## config.mk

```make
export PLATFORM = sky130hd
export DESIGN_NAME = rand_arbiter
export DESIGN_NICKNAME = d
export VERILOG_FILES = /design/src/rtl/rand_arbiter.sv
export SDC_FILE = /design/constraint.sdc
export NUM_CORES = 1
export LEC_CHECK = 0
export ABC_AREA = 1
export CAP_MARGIN = 20
export CELL_PAD_IN_SITES_DETAIL_PLACEMENT = 1
export CELL_PAD_IN_SITES_GLOBAL_PLACEMENT = 1
export CORE_UTILIZATION = 34
export CTS_CLUSTER_SIZE = 24
export DETAILED_ROUTE_END_ITERATION = 6
export GPL_TIMING_DRIVEN = 0
export PLACE_DENSITY_LB_ADDON = 0.15
export SETUP_SLACK_MARGIN = 0.15
export SLEW_MARGIN = 20
export SYNTH_ARGS = -nofsm -noshare
export SYNTH_HDL_FRONTEND = slang
export SYNTH_SLANG_ARGS = --single-unit
```

## constraint.sdc

```tcl
create_clock -name clk -period 2.45 [get_ports clk]
set_input_delay 0.49 -clock clk [delete_from_list [all_inputs] [get_ports clk]]
set_output_delay 0.49 -clock clk [all_outputs]
set_load 0.05 [all_outputs]
```

## src/rtl/rand_arbiter.sv

```systemverilog
// Round-robin arbiter that serves one requester at a time and returns a
// random value in [0, range) drawn from an 8-bit LFSR by masked rejection sampling.
`timescale 1ns/1ps
module rand_arbiter #(
   parameter logic [7:0] SEED      = 8'd1,
   parameter int         MAX_TRIES = 16
) (
   input  logic        clk,
   input  logic        rst,
   input  logic [3:0]  req,
   input  logic [31:0] range_i,
   output logic [3:0]  grant,
   output logic        valid,
   output logic [7:0]  rand_o,
   output logic        busy
);

   localparam int TW = (MAX_TRIES > 1) ? $clog2(MAX_TRIES) : 1;
   localparam logic [TW-1:0] LAST_TRY = TW'(MAX_TRIES - 1);

   typedef enum logic [1:0] {IDLE, DRAW, DONE} state_t;

   state_t        state_q, state_d;
   logic [7:0]    lfsr_q, lfsr_d;
   logic [7:0]    lfsr_shift;
   logic [1:0]    idx_q, idx_d;
   logic [1:0]    ptr_q, ptr_d;
   logic [7:0]    range_q, range_d;
   logic [7:0]    mask_q, mask_d;
   logic [TW-1:0] try_q, try_d;
   logic [7:0]    rand_q, rand_d;

   logic [7:0]    range_arr [4];
   logic [1:0]    sel_idx;
   logic [1:0]    rr_idx;
   logic [7:0]    candidate;
   logic          accept;

   genvar gi;
   generate
      for (gi = 0; gi < 4; gi++) begin : g_lane
         assign range_arr[gi] = range_i[8*gi +: 8];
         assign grant[gi]     = valid && (idx_q == 2'(gi));
      end
   endgenerate

   // Range 0 wraps to 8'hFF before smearing, which yields the full mask.
   function automatic logic [7:0] mask_of(input logic [7:0] r);
      logic [7:0] x;
      x = r - 8'd1;
      x = x | (x >> 1);
      x = x | (x >> 2);
      x = x | (x >> 4);
      return x;
   endfunction

   always_comb begin
      lfsr_shift = {lfsr_q[4] ^ lfsr_q[3] ^ lfsr_q[2] ^ lfsr_q[0], lfsr_q[7:1]};
      if (lfsr_q == 8'h00) begin
         lfsr_d = 8'hFF;
      end else if (lfsr_shift == 8'hFF) begin
         lfsr_d = 8'h00;
      end else begin
         lfsr_d = lfsr_shift;
      end
   end

   // Scan from the highest offset down so the lowest offset from ptr_q wins.
   always_comb begin
      sel_idx = ptr_q;
      rr_idx  = ptr_q;
      for (int i = 3; i >= 0; i--) begin
         rr_idx = ptr_q + 2'(i);
         if (req[rr_idx]) begin
            sel_idx = rr_idx;
         end
      end
   end

   assign candidate = lfsr_q & mask_q;
   assign accept    = (range_q == 8'd0) || (candidate < range_q);

   always_comb begin
      state_d = state_q;
      idx_d   = idx_q;
      ptr_d   = ptr_q;
      range_d = range_q;
      mask_d  = mask_q;
      try_d   = try_q;
      rand_d  = rand_q;
      case (state_q)
         IDLE: begin
            if (|req) begin
               idx_d   = sel_idx;
               range_d = range_arr[sel_idx];
               mask_d  = mask_of(range_arr[sel_idx]);
               try_d   = '0;
               state_d = DRAW;
            end
         end
         DRAW: begin
            if (accept) begin
               rand_d  = candidate;
               state_d = DONE;
            end else if (try_q == LAST_TRY) begin
               rand_d  = 8'd0;
               state_d = DONE;
            end else begin
               try_d = try_q + TW'(1);
            end
         end
         DONE: begin
            ptr_d   = idx_q + 2'd1;
            state_d = IDLE;
         end
         default: state_d = IDLE;
      endcase
   end

   always_ff @(posedge clk or posedge rst) begin
      if (rst) begin
         state_q <= IDLE;
         lfsr_q  <= SEED;
         idx_q   <= 2'd0;
         ptr_q   <= 2'd0;
         range_q <= 8'd0;
         mask_q  <= 8'd0;
         try_q   <= '0;
         rand_q  <= 8'd0;
      end else begin
         state_q <= state_d;
         lfsr_q  <= lfsr_d;
         idx_q   <= idx_d;
         ptr_q   <= ptr_d;
         range_q <= range_d;
         mask_q  <= mask_d;
         try_q   <= try_d;
         rand_q  <= rand_d;
      end
   end

   assign valid  = (state_q == DONE);
   assign busy   = (state_q != IDLE);
   assign rand_o = rand_q;

endmodule

```

==> results.cfg <==
[clock_tree]
htreeDepth = 2
path_clk_slew_ns = 0.08
cts.hold.buffers_added = 0
cts_buffers = 5
cts_buffer_depth = 2
cts-root-buf = clkbuf_8
cts_tree = built
cts_sinks = 42
clk_latency_ns = 0.29

[critical_path]
arrival_ns = 2.99
r2r_start = ptr_q[1]
regToRegSetupSlack_ns = -0.30
startpoint = ptr_q[1]
worstSetupPathType = reg -> reg
crit_path_start_kind = flip-flop
cp.required_ns = 2.68
crit_fanout = 6
endpoint_kind = flip-flop

[grt]
grt.total_usage = 0.203
grt_pass1_wl_mm = 14.1
grt_max_degree = 23
grt_pass1_vias = 2945
antenna_found_initial = 0
overflow = 0

[timing]
clock_skew_ns = 0.00608
slew_viol_final = 0
hold_viol = 0
fmax_mhz = 363
tightest_slew_ns = 0.578
fin_ws_ns = -0.303
fin_crit_sh = 1.12
setup_tns_ns = -2.02
rsz0062_at_grt = true
min_period_ns = 2.75
setup_viol = 8
slew_headroom = 0.612

[place]
numPortBuffers = 51
gp_congestion = 0.812
dp_hpwl_mm = 5.96

[logic_synthesis]
synth_compound_area_frac = 0.0912
synthDistinctLibCells = 28
synthAdderAreaFrac = 0.0652
yosysWarnings = 0
syn_area_sq_um = 2880
postSynthCellCount = 399
synth_fp_nets = 452
synth-simple-area-share = 0.355
synth_top_family_by_area = simple AND/OR/NAND/NOR gates
synthMuxAreaShare = 0
ys_seq_elements = 42
synth_xor_area_frac = 0.0152
synth_top_cell_area_share = 0.356
syn_avg_cell_area_sq_um = 7.22
synth_seq_area_share = 0.365
ys_top_cells_by_area = dfrtp_1 36%, nand2_1 15%, nand3_1 8.2%, inv_1 6.9%, ha_1 6.5%
yosys.area.top_type = dfrtp_1

[route]
drtPass1Iterations = 4
ant_nets = 0
vias_per_cell = 4.97
finalWirelength_mm = 9.06
vias = 2957
wl_per_cell_um = 15.2
drc_errors = 0
drt_iter0_drc = 93

[hold_path]
hold_path_class = reg -> reg
hp-start = mask_q[2]

[cells_and_area]
fill_cells = 985
regArea_sq_um = 1050
final_common_cell = nand2_1
drive_gt1_frac = 0.333
syn_to_final_growth_pct = 54.9
layout.nets = 542
multi_input_area_sq_um = 1990
final_cell_mix = 78 x nand2_1, 45 x inv_1, 42 x clkdlybuf4s50_1
diodes = 0

[floorplanning]
dieHeight_um = 94.0
num_rows = 33
initial_core_util = 0.351
dieArea_sq_um = 8840
fp.dieW_um = 94.0
core_area_sq_um = 8220
io_pins = 52

[run_status]
violations = negative setup slack
outcome = finished, violations left

[flow_run]
max_cap_viol_count = 0
[through the flow]
stage               setup slack, ns  instances   util  instance area [sq um]  hold WS, ns
finish                       -0.303        595  0.543                   4460        0.490
CTS                          -0.115        582  0.485                   3990        0.495
detailed placement           -0.801        556  0.434                   3570        0.473
floorplan                     0.170        399      -                   2900        0.449
global route                 -0.520        595  0.543                   4460        0.525
global placement             -0.751        555  0.431                   3540        0.473
[metal layers]
layer	vias up	wire length [um]	share of wire	GRT usage
li1	1452	-	-	-
met1	1454	4040	0.45	0.272
met2	41	4670	0.52	0.350
met3	10	221	0.024	0.0291
met4	0	126	0.014	0.0308
met5	-	0	0	0
[critical path: stages, from the launching register on]
cell	delay (ns)
dfrtp_2	0.49
inv_4	0.12
nand2_1	0.10
nand2_4	0.09
nand2_2	0.06
nand2_2	0.07
nand2_2	0.06
nand2_4	0.09
nand2_4	0.05
nand2_4	0.09
buf_6	0.14
buf_8	0.14
nand3_2	0.08
nand2_2	0.06
nand2_1	0.06
nand2_2	0.09
buf_4	0.12
nand2_1	0.06
nor2_1	0.13
nand3_1	0.16
nand2_4	0.13
nor2_4	0.05
nand3_2	0.06
nand2_2	0.07
nand2_1	0.09
[area by class of cell]
class / instances / area share
Tap cell: 105 / 0.0295
Inverter: 58 / 0.0522
Multi-Input combinational cell: 288 / 0.447
Clock buffer: 5 / 0.0154
Sequential cell: 42 / 0.236
Clock inverter: 3 / 0.00898
Buffer: 11 / 0.0266
Timing Repair Buffer: 83 / 0.185
[flip-flops by register name, summed over array words and instances, names as in the netlist]
signal / flops
idx_q: 2
range_q: 8
state_q: 2
lfsr_q: 8
rand_o: 8
mask_q: 8
ptr_q: 2
try_q: 4
[logic make-up (layout without fill, tap and decap cells)]
logic type | Yosys count | in the layout
and+or+nand+nor | 219 | 219
buffers and inverters | 69 | 160
AOI/OAI and AO/OA | 49 | 49
DFF | 42 | 42
adders and majority gates | 15 | 15
xor gates and xnor gates | 5 | 5
[final timing paths]
check,to,cells after the start
setup reg to reg,mask_q[0],24
min in group asynchronous,state_q[1],2
hold reg to reg,mask_q[2],2
setup / recovery,mask_q[0],24
max in group asynchronous,lfsr_q[0],3
hold / removal,mask_q[2],2
[synthesized netlist by cell type]
master    instances
xor2_1            5
o21ai_2           1
o221ai_1          1
nand2_2          20
inv_1            53
o21a_1            2
clkbuf_1          3
nor2_1           20
nand4_1           3
nor2_4            2
ha_1             15
dfrtp_1          41
buf_6             6
nand3b_1          1
nor4_1            4
inv_6             1
a211oi_1          1
o21ai_0          35
dfstp_2           1
nand3_1          47
buf_2             2
o21bai_1          1
nor2_2            2
inv_2             4
nand2_1         112
a21oi_1           5
nand3_2           8
o21ai_1           3
[repair_timing]
| action | 4_1_cts | 5_1_grt |
|---|---|---|
| endpoints found under the setup margin | 16 | 21 |
| resized for setup | 57 | 90 |
| pin swaps | 17 | 29 |
| cloned | 4 | 1 |
| buffers inserted | 14 | 12 |
Power is not shown: default switching activity piles up to over one toggle a cycle in this logic, so the estimate is an artifact.
